===== src/rtl/stack_pkg.sv =====
// stack_pkg: shared stack defaults, drain FSM state encoding and parity helper.
package stack_pkg;
  localparam int DEF_WORD_LEN = 8;
  localparam int DEF_WORD_SIZE = 4;
  localparam logic [1:0] IDLE = 2'd0, CHECK = 2'd1, PRESENT = 2'd2, DONE = 2'd3;
  function automatic int cnt_w(input int word_size);
    return word_size + 1;
  endfunction
  function automatic logic parity(input logic [63:0] d);
    return ^d;
  endfunction
endpackage


===== src/rtl/stack_drain.sv =====
// stack_drain: pops up to count words from the LIFO and streams them out over valid/ready.
// Optional STACK_DRAIN_PARITY_EN adds a registered even-parity output m_parity.
module stack_drain import stack_pkg::*; #(
  parameter int WORD_LEN = DEF_WORD_LEN,
  parameter int WORD_SIZE = DEF_WORD_SIZE,
  parameter int CNT_W = cnt_w(WORD_SIZE)
) (
  input  logic                clk,
  input  logic                reset,
  input  logic                start,
  input  logic [CNT_W-1:0]    count,
  output logic                busy,
  output logic                done,
  output logic [CNT_W-1:0]    drained,
  output logic                err,
  output logic                stk_rd,
  input  logic [WORD_LEN-1:0] stk_r_data,
  input  logic                stk_empty,
  input  logic                stk_uf,
  output logic [WORD_LEN-1:0] m_data,
`ifdef STACK_DRAIN_PARITY_EN
  output logic                m_parity,
`endif
  output logic                m_valid,
  input  logic                m_ready
);
  logic [1:0] state, state_nx;
  logic [CNT_W-1:0] remaining;
  logic zero_mode, go, accept;
  assign go = !stk_empty && (zero_mode || remaining != '0);
  assign accept = state == IDLE && start;
  always_ff @(posedge clk or negedge reset)
    if (!reset) state <= IDLE;
    else state <= state_nx;
  always_comb begin
    state_nx = state;
    case (state)
      IDLE:    state_nx = start ? CHECK : IDLE;
      CHECK:   state_nx = go ? PRESENT : DONE;
      PRESENT: state_nx = m_ready ? CHECK : PRESENT;
      default: state_nx = IDLE;
    endcase
  end
  always_comb begin
    busy = state != IDLE;
    done = state == DONE;
    stk_rd = state == CHECK && go;
  end
  // Pop and capture happen on the same edge, so m_data holds the popped word through PRESENT.
  always_ff @(posedge clk or negedge reset)
    if (!reset) begin
      remaining <= '0;
      drained <= '0;
      zero_mode <= 1'b0;
      err <= 1'b0;
      m_data <= '0;
      m_valid <= 1'b0;
`ifdef STACK_DRAIN_PARITY_EN
      m_parity <= 1'b0;
`endif
    end else begin
      err <= accept ? 1'b0 : (busy && stk_uf) ? 1'b1 : err;
      if (accept) begin
        remaining <= count;
        drained <= '0;
        zero_mode <= count == '0;
      end
      if (stk_rd) begin
        m_data <= stk_r_data;
        m_valid <= 1'b1;
        drained <= drained + CNT_W'(1);
        remaining <= zero_mode ? remaining : remaining - CNT_W'(1);
`ifdef STACK_DRAIN_PARITY_EN
        m_parity <= parity(64'(stk_r_data));
`endif
      end
      if (state == PRESENT && m_ready) m_valid <= 1'b0;
    end
endmodule


===== config.mk =====
export PLATFORM = sky130hd
export DESIGN_NAME = stack_drain
export DESIGN_NICKNAME = d
export VERILOG_FILES = /design/src/rtl/stack_pkg.sv /design/src/rtl/stack_drain.sv
export SDC_FILE = /design/constraint.sdc
export NUM_CORES = 1
export LEC_CHECK = 0
export ABC_AREA = 1
export BUFFER_PORTS_ARGS = -buffer_cell sky130_fd_sc_hd__clkbuf_2
export CELL_PAD_IN_SITES_DETAIL_PLACEMENT = 1
export CELL_PAD_IN_SITES_GLOBAL_PLACEMENT = 1
export CORE_ASPECT_RATIO = 0.7
export CORE_MARGIN = 10
export CORE_UTILIZATION = 39
export DETAILED_ROUTE_END_ITERATION = 12
export PLACE_DENSITY = 0.8
export SYNTH_ARGS = -nofsm -noshare
export SYNTH_HDL_FRONTEND = slang
export SYNTH_SLANG_ARGS = --single-unit

===== constraint.sdc =====
create_clock -name clk -period 2.7 [get_ports clk]
set_clock_uncertainty 0.1 [all_clocks]
set_input_delay 0.27 -clock clk [delete_from_list [all_inputs] [get_ports clk]]
set_output_delay 0.27 -clock clk [all_outputs]
set_load 0.03 [all_outputs]

== Word-level counts from Yosys, hierarchy flattened ==
Index checks and enable logic that the tools add are counted.
Storage, ports and cells
  flip-flop bits (word level): 23
  input port bits: 19
  output and inout bits: 18
  logic and storage cells: 41
Cells by class
  add/sub/neg operators: 2
  eq/ne operators: 4
  multiplexer cells: 13
  reductions and logical operators: 15
Operator list (count)
  5-bit two-way mux: 5
  2-bit nonzero test: 4
  1-bit two-way mux: 6
  2-bit case mux with 3 select lines: 1
  5-bit by 1-bit adder with 5-bit output, second input constant: 1
  1-bit logical AND: 5
  5-bit logical NOT: 1
  5-bit nonzero test: 1
  5-bit by 1-bit subtractor with 5-bit output, second input constant: 1
  2-bit == test, second input constant: 2
  2-bit by 1-bit == test with 1-bit output, second input constant: 1
  2-bit logical NOT: 1
  2-bit two-way mux: 1
  2-bit inequality test, second input constant: 1
  2-bit AND reduction: 1
  1-bit logical NOT: 1
  1-bit logical OR: 1

== Longest topological paths before layout ==
  depth in word-level cells: 6
  gate-level depth with buffers: 9
  depth with buffers taken out: 9

== Least setup slack after synthesis ==
No wires, ideal clock.
  path kind: register to output
  start: reg remaining[0]
  end: out stk_rd
  data arrival time: 1.165 ns
  data required time: 2.330 ns
  slack: 1.165 ns
  cell stages (with the launch flop): 7
  buffers on the path: 1
  cells stage by stage: dfrtp_1 > inv_1 > ha_1 > nand4_4 > nand3_2 > inv_1 > buf_2
On the way
  word-level cells in the longest chain between the ends: 4
RTL lines
  start: declaration: line stack_drain.sv:28  | logic [CNT_W-1:0] remaining;
  start signal: assignment: line stack_drain.sv:64  | remaining <= count;
  start signal: assignment: line stack_drain.sv:72  | remaining <= zero_mode ? remaining : remaining - CNT_W'(1);
  5-bit nonzero test: line stack_drain.sv:30  | assign go = !stk_empty && (zero_mode || remaining != '0);
  1-bit logical OR: line stack_drain.sv:30
  1-bit logical AND: line stack_drain.sv:30
  1-bit logical AND: line stack_drain.sv:47  | stk_rd = state == CHECK && go;
  end: declaration: line stack_drain.sv:16  | output logic stk_rd,
No other way between the ends.

== Worst setup path after layout ==
Same ends and word-level chain as after synthesis.

==> flow_summary.yaml <==
status:
  status: "finished clean"
placed_design:
  dp_hpwl_um: 2680
  io_buffers: 36
  routabilityCongestion: 0.8547
  pre_cts_ws_ns: 0.8794
logic_synthesis:
  avgSynthCellArea_um2: 8.400
  synth-compound-area-share_pct: 5.000
  synthAdderAreaFrac_pct: 2.083
  synthMuxAreaShare_pct: 0
  yosys_warnings: 0
  synth-simple-area-share_pct: 33.13
  synth_xor_area_share_pct: 3.646
  synthCells: 143
  netlist.area_leader.share_pct: 47.92
  synth-seq-cells: 23
  ys_types: 23
  yosys-top-cells-area: "dfrtp_1 48%, nand2_1 19%, inv_1 4.4%"
  synth_top_family_by_area: "simple AND/OR/NAND/NOR gates"
  synthArstFlopShare_pct: 100.0
  syn_nets: 164
  synth_top_area_cell: "dfrtp_1"
  synth_area_um2: 1201
  synth_enable_flop_cells: 0
  ys.flop_type: "dfrtp_1"
  ys_seq_area_share_pct: 47.92
timing:
  tightest_slew_ns: 0.5995
  period_needed_ns: 2.103
  slew_headroom_pct: 60.04
  fin_crit_sh_pct: 77.88
  max_freq_ghz: 0.4756
  finalWorstSetupSlack_ns: 0.5973
  hold_viol_final: 0
  final-setup-viol-count: 0
  rsz0062_at_grt: "false"
  hold_ws_ns: 0.1005
  tns_ns: 0
  slew_violations: 0
global_routing:
  grt_util_met3_pct: 5.296
  grt_pass1_wl_um: 5575
  met1_usage_pct: 13.84
  antenna_found_initial: 0
  grt_max_degree: 24
  overflow: 0
  gr-usage-met2_pct: 20.50
  grt_pass1_vias: 1135
  busiest_layer: "met2"
  grtUsageTotal_pct: 12.08
power_and_ir_drop:
  powerDensity_nw_per_um2: 1170
  ir_drop_uv: 421.1
  p_leak_uw: 0.0008284
floorplan:
  die_y_um: 66.43
  die_area_um2: 5735
  rows: 16
  start_util_pct: 41.96
  die_x_um: 86.33
  ios: 37
  core_um2: 2863
critical_path:
  worst_r2r_startpoint: "remaining[0]"
  crit_type: "reg2out"
  r2r_end: "remaining[1]"
  rrSetupSlack_ns: 0.89
  cp-end-kind: "output pin"
  crit_path_start_kind: "register"
  crit_fanout: 11
  cp.required_ns: 2.33
  ff2ff_path_depth: 8
  cp_data_arrival_time_ns: 1.73
  cp-endpoint: "stk_rd"
  worstSetupStartpoint: "remaining[0]"
finish:
  areaGrowthSynthToFinish_pct: 20.94
  register_area_um2: 575.6
  final_common_cell: "nand2_1"
  antennaDiodeCount: 0
  fillers: 371
  multi_input_area_um2: 526.8
  final_core_util_pct: 50.74
  layout_common_cells: "61 x nand2_1, 36 x clkbuf_2, 23 x dfrtp_1, 14 x inv_1, 7 x nand3_1"
  drive_gt1_share_pct: 29.12
  finalNetCount: 204
cts:
  cts_buffers: 3
  cts_num_sinks: 23
  cts_root_buf: "clkbuf_8"
  htree_levels: 1
  cts_tree: "built"
  cts_setup_buffers: 0
  clk_latency_ns: 0.27
  path_clk_slew_ns: 0.08
  cts-resized-gates: 0
  clockBufferDepth: 2
detailed_routing:
  routed_wirelength_um: 3336
  via_count: 1051
  firstDrtPassIters: 4
  drc: 0
  wire_per_inst_um: 15.30
  vias_per_cell: 4.821
  antenna_left: 0
  drt_iter0_drc: 33
min_path:
  hp-class: "in2reg"
flow_run:
  max-cap-violations: 0
-- synth_stat cells (2+ instances only) --
cell     count
ha_1         2
nand2_1     61
a21oi_1      2
nor2_4       2
xor2_1       4
nand3_1      7
nor3_1       2
dfrtp_1     23
nand4_1      5
nor2_1       3
o21ai_2      4
inv_1       14
nand3_2      2
o21ai_0      3
-- critical path, cell delays in order, from the launching register on --
cell      delay, ns
dfrtp_1        0.35
inv_1          0.07
ha_1           0.28
nand4_4        0.15
nand3_2        0.08
inv_1          0.26
clkbuf_2       0.27
-- sequential cells by signal, indices dropped and copies added (netlist names) --
register	flops
remaining	5
err	1
drained	5
m_data	8
m_valid	1
zero_mode	1
state	2
-- worst min-delay path by stage --
stage                    to  slack, ns           from  depth (start not counted)
4_1_cts           m_data[3]        0.1  stk_r_data[3]                          3
5_1_grt           m_data[5]       0.10  stk_r_data[5]                          3
3_5_place_dp   remaining[2]       0.21          reset                          1
6_report          m_data[3]       0.10  stk_r_data[3]                          3
2_1_floorplan    drained[0]      -0.13          reset                          0
3_3_place_gp   remaining[2]       0.20          reset                          1
-- routing by layer --
layer / share of wire [%] / wire, µm
met2: 49 / 1642
met3: 6.9 / 229
met5: 0 / 0
met1: 43 / 1450
met4: 0.42 / 14
-- final cells by class --
| type | instances | area share [%] |
|---|---|---|
| sequential | 23 | 39.62 |
| tap | 36 | 3.101 |
| multi-input combinational | 101 | 36.26 |
| inverter | 16 | 4.307 |
| clock buffer | 4 | 3.101 |
| timing repair buffer | 38 | 13.61 |
-- through the flow --
| step | total power [µW] | instance area, µm² | std cells |
|---|---|---|---|
| final | 1700 | 1453 | 218 |
| after floorplan | 1261 | 1201 | 143 |
| after CTS | 1732 | 1453 | 218 |
| after global placement | 1460 | 1398 | 213 |
| after detailed placement | 1505 | 1398 | 213 |
| after global routing | 1858 | 1453 | 218 |
-- kinds of logic (layout without fill, tap and decap cells) --
family | after synthesis | count (layout)
flops | 23 | 23
compound gates | 9 | 9
fa+ha+maj | 2 | 2
buf+inv | 19 | 58
simple gates | 85 | 85
xor+xnor | 5 | 5
-- what timing repair did --
| item | in CTS | in global routing |
|---|---|---|
| endpoints found under the setup margin | 0 | 0 |
| endpoints found under the hold margin | 23 | 0 |
| hold buffers | 1 | 0 |
-- where the power goes --
part | total (µW) | internal (µW) | switching (µW)
Combinational | 886 | 266 | 621
Clock | 215 | 105 | 109
Sequential | 599 | 484 | 115
Total | 1700 | 855 | 845
Note: power is estimated with default switching activity, not from simulation.
